<file path="src/rtl/cpu_clk_ctrl.sv">
// Clock-enable controller for the RV32I core: issues a one-cycle enable pulse at a
// programmable rate, with run/halt/single-step sequencing from board switches.
module cpu_clk_ctrl #(
  parameter int unsigned      CNT_W       = 32,
  parameter logic [CNT_W-1:0] DEFAULT_DIV = 250_000,
  parameter int unsigned      DEB_CYCLES  = 500_000
) (
  input  logic             i_clk,
  input  logic             i_reset,
  input  logic             i_run,
  input  logic             i_step,
  input  logic             i_halt_req,
  input  logic             i_div_we,
  input  logic [CNT_W-1:0] i_div_val,
  output logic             o_cpu_en,
  output logic [1:0]       o_state,
  output logic             o_halted,
  output logic [31:0]      o_tick_cnt
);

  typedef enum logic [1:0] {
    HALT = 2'b00,
    RUN  = 2'b01,
    STEP = 2'b10
  } state_t;

  localparam int unsigned      DEB_W   = $clog2(DEB_CYCLES + 1);
  localparam logic [DEB_W-1:0] DEB_MAX = DEB_W'(DEB_CYCLES);

  state_t           state;
  logic [1:0]       run_sync;
  logic [1:0]       step_sync;
  logic             run_s;
  logic             step_s;
  logic [DEB_W-1:0] deb_cnt;
  logic             step_evt;
  logic             halt_lock;
  logic [CNT_W-1:0] div_reg;
  logic [CNT_W-1:0] div_eff;
  logic [CNT_W-1:0] cnt;
  logic             last;

  assign run_s   = run_sync[1];
  assign step_s  = step_sync[1];
  assign div_eff = (div_reg == '0) ? CNT_W'(1) : div_reg;
  assign last    = (cnt == div_eff - 1'b1);
  assign o_state = state;

  always_ff @(posedge i_clk or posedge i_reset) begin
    if (i_reset) begin
      run_sync  <= '0;
      step_sync <= '0;
    end else begin
      run_sync  <= {run_sync[0], i_run};
      step_sync <= {step_sync[0], i_step};
    end
  end

  // Saturating debounce: the event fires only on the count's first arrival at
  // the limit, so a long hold yields a single step.
  always_ff @(posedge i_clk or posedge i_reset) begin
    if (i_reset) begin
      deb_cnt  <= '0;
      step_evt <= 1'b0;
    end else if (!step_s) begin
      deb_cnt  <= '0;
      step_evt <= 1'b0;
    end else if (deb_cnt != DEB_MAX) begin
      deb_cnt  <= deb_cnt + 1'b1;
      step_evt <= (deb_cnt == DEB_MAX - 1'b1);
    end else begin
      step_evt <= 1'b0;
    end
  end

  // A core halt latches until the run switch is seen low.
  always_ff @(posedge i_clk or posedge i_reset) begin
    if (i_reset)         halt_lock <= 1'b0;
    else if (i_halt_req) halt_lock <= 1'b1;
    else if (!run_s)     halt_lock <= 1'b0;
  end

  always_ff @(posedge i_clk or posedge i_reset) begin
    if (i_reset) begin
      state      <= HALT;
      o_halted   <= 1'b1;
      o_cpu_en   <= 1'b0;
      o_tick_cnt <= '0;
      div_reg    <= DEFAULT_DIV;
      cnt        <= '0;
    end else begin
      o_cpu_en <= 1'b0;
      if (i_div_we) begin
        div_reg <= i_div_val;
        cnt     <= '0;
      end
      case (state)
        HALT: begin
          if (run_s && !halt_lock && !i_halt_req) begin
            state    <= RUN;
            o_halted <= 1'b0;
            cnt      <= '0;
          end else if (step_evt) begin
            state    <= STEP;
            o_halted <= 1'b0;
          end
        end
        RUN: begin
          if (i_halt_req || !run_s) begin
            state    <= HALT;
            o_halted <= 1'b1;
          end else if (!i_div_we) begin
            if (last) begin
              cnt        <= '0;
              o_cpu_en   <= 1'b1;
              o_tick_cnt <= o_tick_cnt + 32'd1;
            end else begin
              cnt <= cnt + 1'b1;
            end
          end
        end
        STEP: begin
          o_cpu_en   <= 1'b1;
          o_tick_cnt <= o_tick_cnt + 32'd1;
          state      <= HALT;
          o_halted   <= 1'b1;
        end
        default: begin
          state    <= HALT;
          o_halted <= 1'b1;
        end
      endcase
    end
  end

endmodule

</file>
<file path="config.mk">
export PLATFORM = sky130hd
export DESIGN_NAME = cpu_clk_ctrl
export DESIGN_NICKNAME = d
export VERILOG_FILES = /design/src/rtl/cpu_clk_ctrl.sv
export SDC_FILE = /design/constraint.sdc
export NUM_CORES = 1
export LEC_CHECK = 0
export ABC_AREA = 1
export CAP_MARGIN = 20
export CORE_ASPECT_RATIO = 1.5
export CORE_UTILIZATION = 40
export CTS_BUF_LIST = sky130_fd_sc_hd__clkbuf_2
export CTS_CLUSTER_SIZE = 12
export DETAILED_ROUTE_END_ITERATION = 10
export SETUP_SLACK_MARGIN = 0.1
export SLEW_MARGIN = 20
export SYNTH_ARGS = -nofsm -noshare
export SYNTH_HDL_FRONTEND = slang
export SYNTH_SLANG_ARGS = --single-unit
</file>
<file path="constraint.sdc">
create_clock -name i_clk -period 5.7 [get_ports i_clk]
set_clock_uncertainty 0.1 [all_clocks]
set_input_delay 1.425 -clock i_clk [delete_from_list [all_inputs] [get_ports i_clk]]
set_output_delay 1.425 -clock i_clk [all_outputs]
set_load 0.01 [all_outputs]
</file>
# Word level (Yosys, flattened, before mapping)

Cells that the tools add are included.
W data, S select, Z words.

Flip-flop bits (word level): 125
Output and inout bits: 36
Input port bits: 38

Reduce and logical (&&, ||, !) cells: 11
Muxes and demuxes: 29
Eq/ne operators: 12
$add $sub $neg: 4

Operator list:

| operator                | count |
|---|---|
| $mux W32                | 9 |
| $pmux W32 S2            | 2 |
| $add A32 B1 Y32 const B | 2 |
| $mux W19                | 2 |
| $eq A32 B32 Y1          | 1 |
| $logic_not A32 Y1       | 1 |
| $sub A32 B1 Y32 const B | 1 |
| $add A19 B1 Y19 const B | 1 |
| $eq A19 B19 Y1 const B  | 1 |
| $ne A19 B19 Y1 const B  | 1 |
| $mux W1                 | 10 |
| $ne A2 B2 Y1 const B    | 5 |
| $mux W2                 | 3 |
| $pmux W1 S2             | 2 |
| $pmux W2 S2             | 1 |
| $reduce_and A4 Y1       | 1 |
| $logic_not A1 Y1        | 3 |
| $ne A3 B3 Y1 const B    | 1 |
| $eq A2 B1 Y1 const B    | 1 |
| $eq A2 B2 Y1 const B    | 1 |
| $logic_and A1 B1 Y1     | 2 |
| $logic_not A2 Y1        | 1 |
| $ne A2 B1 Y1 const B    | 1 |
| $reduce_and A2 Y1       | 1 |
| 2 further kinds         | 2 |

# Logic depth before layout (Yosys ltp)

Gate-level depths: netlist of the first run.

Depth after elaboration: 8
Depth in mapped cells: 24
Depth with buffers taken out: 24

# Least setup slack after synthesis of the first run

Ideal clock, no wire load.

Path type: input -> register
From: in i_halt_req
To: reg cnt[25]
Buffers on the path: 2
Stages on the path: 12
Arrival time: 2.792 ns
Library setup time: 0.125 ns
Path slack: 2.682 ns
Data required time: 5.475 ns
Cell sequence: nor2_1 inv_1 nor2_1 inv_1 nand2_1 inv_1 nor2_1 inv_1 buf_2 clkbuf_1 o211ai_1 o21ai_2

Word-level cells in the longest chain between the ends: 4

RTL lines:

| what                 | line | source |
|---|---|---|
| from (decl)          | 12   | `input logic i_halt_req,` |
| $logic_not A1 Y1     | 99   | `if (run_s && !halt_lock && !i_halt_req) begin` |
| $logic_and A1 B1 Y1  | 99   |  |
| $mux W32             | 99   |  |
| $pmux W32 S2 (*)     | 97   | `case (state)` |
| to (signal assigned) | 118  | `cnt <= cnt + 1'b1;` |
| to (decl)            | 40   | `logic [CNT_W-1:0] cnt;` |

Every way passes the cells marked *; elsewhere a longest branch is shown, timed or not.
A chain may end at the register's enable or synchronous reset.

# Worst setup path after layout of the first run

From: reg div_reg[4]
To: reg o_cpu_en

Word-level cells in the longest chain between the ends: 8

RTL lines:

| what                   | line | source |
|---|---|---|
| from (decl)            | 38   | `logic [CNT_W-1:0] div_reg;` |
| from (signal assigned) | 94   | `div_reg <= i_div_val;` |
| $logic_not A32 Y1      | 45   | `assign div_eff = (div_reg == '0) ? CNT_W'(1) : div_reg;` |
| $mux W32 (*)           | 45   |  |
| $sub A32 B1 Y32 (*)    | 46   | `assign last = (cnt == div_eff - 1'b1);` |
| $eq A32 B32 Y1 (*)     | 46   |  |
| $mux W1 (*)            | 113  | `if (last) begin` |
| $mux W1 (*)            | 112  | `end else if (!i_div_we) begin` |
| $mux W1 (*)            | 109  | `if (i_halt_req \|\| !run_s) begin` |
| $pmux W1 S2 (*)        | 97   |  |
| to (signal assigned)   | 92   | `o_cpu_en <= 1'b0;` |
| to (signal assigned)   | 115  | `o_cpu_en <= 1'b1;` |
| to (signal assigned)   | 123  | `o_cpu_en <= 1'b1;` |
| to (decl)              | 15   | `output logic o_cpu_en,` |

Marked as above.

==> impl_metrics.json, run 1 <==
{
  "critical-path-max-stage-delay_ps": 630,
  "hold_viol_final": 0,
  "fp.dieH_um": 187,
  "row_count": 67,
  "drv_slew": 0,
  "cts_setup_buffers": 0,
  "yosysMostFrequentCell": "nand2_1",
  "insertion_delay_ps": 700,
  "fillCellCount": 2278,
  "core_um2": 22400,
  "dieArea_um2": 23500,
  "overflow": 0,
  "syn-num-nets": 1288,
  "grt_max_degree": 79,
  "setup_viol": 0,
  "combPwrFrac_pct": 27.6,
  "cap_violations": 0,
  "grt_pass1_wl_um": 41400,
  "start_kind": "flop",
  "place_ws_ps": 1470,
  "totalWireLength_um": 25100,
  "crit_family": "simple AND/OR/NAND/NOR gates",
  "swShare_pct": 38.8,
  "vias": 8267,
  "syn_to_final_growth_pct": 12.7,
  "ir_drop_uv": 119,
  "synth_top_area_cell": "dfrtp_1",
  "ys_top_cells_by_count": "nand2_1, inv_1, nor2_1",
  "cts_tree": "built",
  "finalNonFillerCells": 1583,
  "syn_area_um2": 9150,
  "synth_seq_cells": 125,
  "synth_cell_types": 51,
  "path_cells": "nor2_1 > nand2_2 > nor2_2 > nand2_2 > nor2_4 > nor2_8 > ha_1 > nand3_2 > nor2_2 > nand4_2 > nor2_1 > xor2_1 > nand3_1 > nor3_4 > nand3_4 > a21boi_0",
  "power.leakage_nw": 4.61,
  "avgRoutedWirePerCell_um": 15.9,
  "power.internal_mw": 1.45,
  "die_w_um": 125,
  "violations": "DRC",
  "grt_antenna_before_repair": 1,
  "cp_data_required_time_ps": 6200,
  "crit_buf_inv": 0,
  "clk_path_buf_depth": 2,
  "finalNetCount": 1339,
  "htreeDepth": 4,
  "cp_max_fo": 33,
  "yosysTopAreaCellShare_pct": 32.0,
  "fin_tns_setup_ps": 0,
  "gp_congestion": 0.973,
  "status": "complete, but fails checks",
  "post-route-min-period_ps": 4020,
  "placedCellCount": 1550,
  "relSlewSlack_pct": 31.4,
  "firstDrtPassIters": 9,
  "io_buffer_count": 73,
  "hold_buffers": 0,
  "hp-class": "reg -> reg",
  "fin_ws_ps": 1680,
  "synthArstFlopShare_pct": 100,
  "synth-main-ff-cell": "dfrtp_1",
  "syn_inst": 1242,
  "end_kind": "flop",
  "synth-edff-count": 0,
  "grt_usage_pct": 22.3,
  "clkPwrFrac_pct": 29.3,
  "post-route-drc-count": 2,
  "p_switching_mw": 0.917,
  "critical_path_class": "reg -> reg",
  "slowest_stage": "dfstp_2",
  "cts_buffers": 17,
  "seq_area_um2": 3140,
  "clkSlewWorstSetupHoldPaths_ps": 230,
  "tightestPinTransition_ps": 1030,
  "synth_warnings": 0,
  "ys_seq_area_share_pct": 34.3,
  "grt_pass1_vias": 8250,
  "avgSynthCellArea_um2": 7.37,
  "synth_top_cells_by_area": "dfrtp_1, nand2_1, inv_1, xor2_1, nor2_1",
  "multi_input_comb_area_um2": 5150,
  "antenna_left": 0,
  "worstPathArrival_ps": 4520,
  "finalCritPeriodShare_pct": 70.5,
  "initial_core_util_pct": 40.9,
  "clockRootBuffer": "clkbuf_2",
  "max_freq_mhz": 249,
  "power.density_nw_per_um2": 229,
  "power_mw": 2.36,
  "dp_hpwl_um": 18900,
  "num_io_pins": 74,
  "drive_above_1_share_pct": 12.9,
  "seqPwrFrac_pct": 43.1,
  "clock_sinks": 125,
  "rsz0062_at_grt": "false",
  "viasPerCell": 5.22,
  "post_cts_resized": 0,
  "drtIter0Drc": 474
}
==> worst paths after layout <==
kind | start | end | slack (ps) | cells past startpoint
hold / removal | step_sync[0]$_DFF_PP0_ | step_sync[1]$_DFF_PP0_ | 280 | 0
min in group asynchronous | i_reset | deb_cnt[15]$_DFFE_PP0P_ | 1090 | 2
setup / recovery | div_reg[4]$_DFFE_PP1P_ | o_cpu_en$_DFF_PP0_ | 1680 | 16
hold reg to reg | step_sync[0]$_DFF_PP0_ | step_sync[1]$_DFF_PP0_ | 280 | 0
max in group asynchronous | i_reset | div_reg[14]$_DFFE_PP1P_ | 3610 | 3
setup reg to reg | div_reg[4]$_DFFE_PP1P_ | o_cpu_en$_DFF_PP0_ | 1680 | 16
==> final cells by class <==
| class | count | share of cell area, % |
|---|---|---|
| tap | 276 | 3.35 |
| inverter | 159 | 5.84 |
| clock inverter | 14 | 2.03 |
| clock buffer | 18 | 0.874 |
| multi-input combinational | 912 | 49.9 |
| sequential | 125 | 30.4 |
| timing repair buffer | 78 | 7.52 |
| antenna | 1 | 0.0243 |
==> metrics by stage <==
step           hold slack [ps]  util [%]  instance area (µm²)
2_1_floorplan              231         -                 9150
3_3_place_gp               232      44.7                10000
3_5_place_dp               236      44.7                10000
4_1_cts                    279      46.0                10300
5_1_grt                    305      46.1                10300
6_report                   282      46.1                10300
==> layer usage <==
| metal | GRT usage [%] | wire, µm |
|---|---|---|
| met1 | 24.9 | 10100 |
| met2 | 40.9 | 13300 |
| met3 | 3.26 | 793 |
| met4 | 11.0 | 973 |
| met5 | 0 | 0 |
==> cell families (layout without fill, tap and decap cells) <==
kind of cell    after synthesis  in the layout  synth area share, %
compound gates              138            138                 9.63
xor+xnor                     85             85                 8.14
fa+ha+maj                     8              8                 1.09
buf+inv                     205            269                 9.53
flops                       125            125                 34.3
other cells                   0              1                    0
simple gates                681            681                 37.3
==> cells in the final DEF, fill, tap and decap left out, drive strengths merged, types with 15 or more instances in the layout <==
master / count
dfrtp: 117
clkbuf: 18
inv: 161
a21oi: 19
o211ai: 26
nor2: 153
nor3: 38
nor4: 15
nand4: 63
clkdlybuf4s50: 72
xnor2: 30
nand2: 288
nand3: 107
xor2: 55
o21ai: 74
==> power by group through the flow <==
stage / Clock (mW) / Combinational [mW] / Sequential [mW]
6_report: 0.692 / 0.653 / 1.02
5_1_grt: 0.750 / 0.734 / 1.03
4_1_cts: 0.715 / 0.656 / 1.02
3_5_place_dp: 0 / 0.651 / 1.03
3_3_place_gp: 0 / 0.650 / 1.03
2_1_floorplan: 0 / 0.468 / 1.02
==> worst reg2reg max path: cells and delay by family (launching register included) <==
family | cells | cell delay, ps
xor gates and xnor gates | 1 | 350
DFF | 1 | 630
and+or+nand+nor | 13 | 2270
AOI/OAI and AO/OA | 1 | 360
adders and majority gates | 1 | 230
No activity file was read; power rests on OpenSTA's default activity.
==> inputs of run 2 (changes only) <==
clock period = 3.95 ns   (was 5.7 ns; I/O delays follow)
==> run 2 against run 1 <==
Net effect: the run still ends with DRC left; via count grew 2.3%; total power up 48%; final area rose by 2.8%; fmax increased by 10%; clock power grew 42%; sequential power grew 43%; routed wire length grew 5.9%; die area unchanged; worst hold slack got worse by 6.9 ps; global-route usage rose by 0.71 points; critical path type unchanged; critical endpoint is now cnt[24]$_DFF_PP0_; highest routed layer unchanged.
==> impl_metrics.json, run 2 (synthesis gave the netlist of run 1 again) <==
{
  "cp_max_fo": 11,
  "grt_antenna_before_repair": 1,
  "final_cell_mix": "nand2_1, inv_1, nor2_1",
  "clkPwrFrac_pct": 28.0,
  "start_kind": "flop",
  "hold_viol_final": 0,
  "post-route-min-period_ps": 3640,
  "power.internal_mw": 2.13,
  "clock_sinks": 125,
  "viasPerCell": 5.26,
  "worstPathArrival_ps": 4210,
  "syn_to_final_growth_pct": 15.8,
  "grt_max_degree": 47,
  "drive_above_1_share_pct": 15.1,
  "cts_buffers": 17,
  "critical_path_class": "reg -> reg",
  "initial_core_util_pct": 40.9,
  "setup_viol": 0,
  "status": "complete, but fails checks",
  "max_freq_mhz": 275,
  "vias": 8460,
  "p_switching_mw": 1.37,
  "fp.dieH_um": 187,
  "totalWireLength_um": 26600,
  "grt_pass1_wl_um": 42300,
  "power.density_nw_per_um2": 330,
  "overflow": 0,
  "crit_buf_inv": 2,
  "crit_family": "simple AND/OR/NAND/NOR gates",
  "avgRoutedWirePerCell_um": 16.6,
  "end_kind": "flop",
  "path_cells": "nor2_1 > nand2_1 > nor2_1 > nand2_1 > nor2_4 > nor2_8 > ha_2 > nand3_4 > nor2_4 > nand4_4 > nor3_4 > buf_4 > o21a_1 > nand3_1 > nor2_2 > nand2_1 > nor2_4 > nand2_2 > nand2_8 > buf_12 > o21ai_1",
  "power.leakage_nw": 4.76,
  "dieArea_um2": 23500,
  "swShare_pct": 39.1,
  "combPwrFrac_pct": 30.1,
  "hold_buffers": 0,
  "rsz0062_at_grt": "false",
  "core_um2": 22400,
  "relSlewSlack_pct": 39.5,
  "hp-class": "reg -> reg",
  "cap_violations": 0,
  "seqPwrFrac_pct": 41.9,
  "num_io_pins": 74,
  "fillCellCount": 2288,
  "post-route-drc-count": 2,
  "finalNetCount": 1363,
  "insertion_delay_ps": 800,
  "dp_hpwl_um": 19800,
  "violations": "DRC",
  "tightestPinTransition_ps": 908,
  "finalCritPeriodShare_pct": 92.2,
  "cp_data_required_time_ps": 4520,
  "cts_tree": "built",
  "antenna_left": 0,
  "clk_path_buf_depth": 2,
  "row_count": 67,
  "grt_usage_pct": 23.0,
  "drtIter0Drc": 433,
  "clockRootBuffer": "clkbuf_2",
  "final_common_cell": "nand2_1",
  "seq_area_um2": 3140,
  "multi_input_comb_area_um2": 5270,
  "htreeDepth": 4,
  "critical-path-max-stage-delay_ps": 610,
  "power_mw": 3.49,
  "die_w_um": 125,
  "grt_pass1_vias": 8401,
  "slowest_stage": "dfstp_2",
  "gp_congestion": 0.927,
  "drv_slew": 0,
  "firstDrtPassIters": 10,
  "io_buffer_count": 73,
  "ir_drop_uv": 229,
  "clkSlewWorstSetupHoldPaths_ps": 200,
  "place_area_um2": 10200,
  "stdcell_area_um2": 10600
}
## run 2: layer usage
metal,GRT usage [%],vias up,routed length (µm)
met2,42.1,176,14000
met3,3.15,57,808
met5,0,-,0
met4,11.9,0,1020
met1,25.8,4005,10800
li1,-,4222,-
## run 2: power groups by stage
stage          logic (mW)  clock network [mW]  registers (mW)
3_3_place_gp         1.02                   0            1.49
6_report             1.05               0.980            1.46
5_1_grt              1.15                1.05            1.48
2_1_floorplan       0.675                   0            1.47
3_5_place_dp         1.01                   0            1.49
4_1_cts              1.03                1.01            1.47
## run 2: area by class of cell
type	count	area share [%]
repair buffers	99	9.04
inverters	159	5.67
clock buffers	18	0.850
clock inverters	14	1.82
diodes	1	0.0236
well taps	276	3.26
flip-flops and latches	125	29.6
multi-input cells	915	49.7
## run 2: path summary, 6_finish.rpt
check	from	endpoint	depth (start not counted)	slack, ps
setup reg to reg	div_reg[17]$_DFFE_PP1P_	cnt[24]$_DFF_PP0_	21	310
min in group asynchronous	i_reset	o_tick_cnt[30]$_DFFE_PP0P_	2	550
hold reg to reg	step_sync[0]$_DFF_PP0_	step_sync[1]$_DFF_PP0_	0	280
max in group asynchronous	i_reset	div_reg[4]$_DFFE_PP1P_	3	2400
setup / recovery	div_reg[17]$_DFFE_PP1P_	cnt[24]$_DFF_PP0_	21	310
hold / removal	step_sync[0]$_DFF_PP0_	step_sync[1]$_DFF_PP0_	0	280
## run 2: repair_timing
action,4_1_cts,5_1_grt
setup buffers,0,4
resized for setup,4,14
endpoints found under the hold margin,0,0
cloned,0,3
pin swaps,0,4
setup endpoints to repair,55,55
## run 2: through the flow
stage	setup TNS (ps)	hold slack (ps)	worst slack [ps]	util [%]	cells
finish	0	275	308	47.3	1607
global route	0	291	106	47.3	1607
CTS	0	279	153	46.7	1599
detailed placement	-49.7	236	-25.1	45.4	1567
global placement	0	236	14.1	45.4	1567
floorplan	0	231	940	-	1242
==> inputs of run 3 (changes only) <==
CTS_BUF_LIST = default   (was sky130_fd_sc_hd__clkbuf_2)
PLACE_DENSITY_LB_ADDON = 0.15   (was default)
==> run 3 against run 2 <==
Net effect: the flow still finishes with violations (DRC); register-to-register slack about the same; final area up 2.7%; worst hold slack worse by 29 ps; sequential cell count unchanged; sequential share of layout area down 0.79 points; worst setup slack better by 7.1 ps; die area unchanged; sequential power about the same; non-clock buffer count down 3; core utilization up 1.3 points; via count down 1.6%; critical path type unchanged; highest routed layer unchanged.
==> impl_metrics.json, run 3 (synthesis gave the netlist of run 1 again) <==
{
  "status": "complete, but fails checks",
  "violations": "DRC",
  "syn_to_final_growth_pct": 19.0,
  "drtIter0Drc": 443,
  "hold_buffers": 0,
  "grt_usage_pct": 23.4,
  "ff2ff_path_depth": 20,
  "tightestPinTransition_ps": 680,
  "setup_viol": 0,
  "dp_hpwl_um": 20300,
  "grt_pass1_vias": 8485,
  "drive_above_1_share_pct": 14.4,
  "grt_pass1_wl_um": 42700,
  "final_common_cell": "nand2_1",
  "hold_viol_final": 0,
  "end_kind": "flop",
  "fp.dieH_um": 187,
  "cap_violations": 0,
  "critical_path_class": "reg -> reg",
  "multi_input_comb_area_um2": 5210,
  "power.internal_mw": 2.78,
  "max_freq_mhz": 275,
  "clkSlewWorstSetupHoldPaths_ps": 60,
  "power.density_nw_per_um2": 384,
  "cts_buffers": 17,
  "htreeDepth": 4,
  "post-route-min-period_ps": 3640,
  "gp_congestion": 0.912,
  "core_um2": 22400,
  "finalNetCount": 1357,
  "dieArea_um2": 23500,
  "grt_antenna_before_repair": 0,
  "seq_area_um2": 3140,
  "avgRoutedWirePerCell_um": 16.6,
  "grt_max_degree": 72,
  "rsz0062_at_grt": "false",
  "ir_drop_uv": 344,
  "seqPwrFrac_pct": 35.2,
  "swShare_pct": 33.6,
  "firstDrtPassIters": 9,
  "whs_path_depth": 0,
  "reg2reg_to": "cnt[0]$_DFF_PP0_",
  "post-route-drc-count": 3,
  "final_cell_mix": "nand2_1, inv_1, nor2_1",
  "die_w_um": 125,
  "hp-class": "reg -> reg",
  "cp_data_required_time_ps": 4160,
  "cts_tree": "built",
  "worstHoldStart": "step_sync[0]$_DFF_PP0_",
  "clockRootBuffer": "clkbuf_16",
  "num_io_pins": 74,
  "totalWireLength_um": 26500,
  "clk_path_buf_depth": 2,
  "viasPerCell": 5.20,
  "diodes": 0,
  "relSlewSlack_pct": 54.5,
  "row_count": 67,
  "fin_tns_setup_ps": 0,
  "combPwrFrac_pct": 24.4,
  "vias": 8327,
  "cp_max_fo": 9,
  "drv_slew": 0,
  "clock_sinks": 125,
  "initial_core_util_pct": 40.9,
  "antenna_left": 0,
  "overflow": 0,
  "r2r-start": "div_reg[14]$_DFFE_PP1P_",
  "insertion_delay_ps": 440,
  "clkPwrFrac_pct": 40.4,
  "finalCritPeriodShare_pct": 92.0,
  "worstPathArrival_ps": 3850,
  "start_kind": "flop",
  "regToRegSetupSlack_ps": 310,
  "power_mw": 4.18,
  "power.leakage_nw": 4.87,
  "io_buffer_count": 73,
  "hold-path-endpoint": "step_sync[1]$_DFF_PP0_",
  "p_switching_mw": 1.40,
  "fillCellCount": 2300
}
[run 3: cell types whose count changed in the layout (fill, tap and decap cells not counted), sizes merged]
| cell | change |
|---|---|
| clkbuf | +5 |
| buf | -3 |
| nand2 | -3 |
| inv | -2 |
| bufinv | -1 |
| clkinv | -1 |
| clkinvlp | -1 |
| diode | -1 |
[run 3: cell type report]
cell class                      count  area share (%)
Multi-Input combinational cell    912            47.9
Sequential cell                   125            28.8
Timing Repair Buffer               96            8.83
Inverter                          159            5.52
Clock buffer                       23            4.57
Tap cell                          276            3.17
Clock inverter                      9            1.22
[run 3: critical path, stage by stage, from the launching register on]
cell and delay [ps]:
dfstp_2 590, nor2_2 70, nand2_1 120, nor2_2 50
nand2_2 100, nor2_4 60, nor2_8 180, ha_2 250
nand3_4 130, nor2_4 150, nand4_4 170, nor3_4 310
o21a_1 140, nand3_1 90, nor2_1 190, nand2_1 130
nor2_4 140, nand2_2 140, nand2_4 200, buf_12 160
o21ai_2 50
[run 3: routing by layer]
metal  vias to the layer above  part of all wire [%]  track usage, %
li1                       4201                     -               -
met3                        57                   2.9            3.63
met5                         -                     0               0
met1                      3896                    39            24.7
met4                         0                   4.2            12.3
met2                       173                    54            44.0
[run 3: how the worst max path moves through the flow]
stage                                  from  slack (ps)  depth (start not counted)                         end
finish              div_reg[14]$_DFFE_PP1P_         310                         20            cnt[0]$_DFF_PP0_
detailed placement  div_reg[14]$_DFFE_PP1P_         140                         22            cnt[5]$_DFF_PP0_
global placement    div_reg[14]$_DFFE_PP1P_         160                         22           cnt[29]$_DFF_PP0_
CTS                 div_reg[14]$_DFFE_PP1P_         110                         22            cnt[5]$_DFF_PP0_
floorplan           div_reg[12]$_DFFE_PP1P_         940                         18            cnt[0]$_DFF_PP0_
global route        div_reg[14]$_DFFE_PP1P_         120                         18  o_tick_cnt[30]$_DFFE_PP0P_
[run 3: per-stage QoR]
step | setup WS (ps) | utilization (%) | cells | hold WS [ps] | area [µm²]
after detailed placement | 137 | 45.5 | 1567 | 236 | 10200
after floorplan | 940 | - | 1242 | 231 | 9150
after CTS | 114 | 48.3 | 1599 | 250 | 10800
after global placement | 159 | 45.5 | 1567 | 233 | 10200
after global routing | 117 | 48.6 | 1600 | 266 | 10900
final | 315 | 48.6 | 1600 | 246 | 10900
[run 3: what timing repair did]
action                                  CTS  global route
gates resized for setup                   0            12
endpoints found under the setup margin    0            55
buffers inserted                          0             1
[run 3: power groups by stage]
stage          Sequential [mW]  Combinational (mW)  Clock [mW]
6_report                  1.47                1.02        1.69
3_5_place_dp              1.49                1.01           0
4_1_cts                   1.47                1.02        1.73
3_3_place_gp              1.49                1.01           0
2_1_floorplan             1.47               0.675           0
5_1_grt                   1.48                1.13        1.77
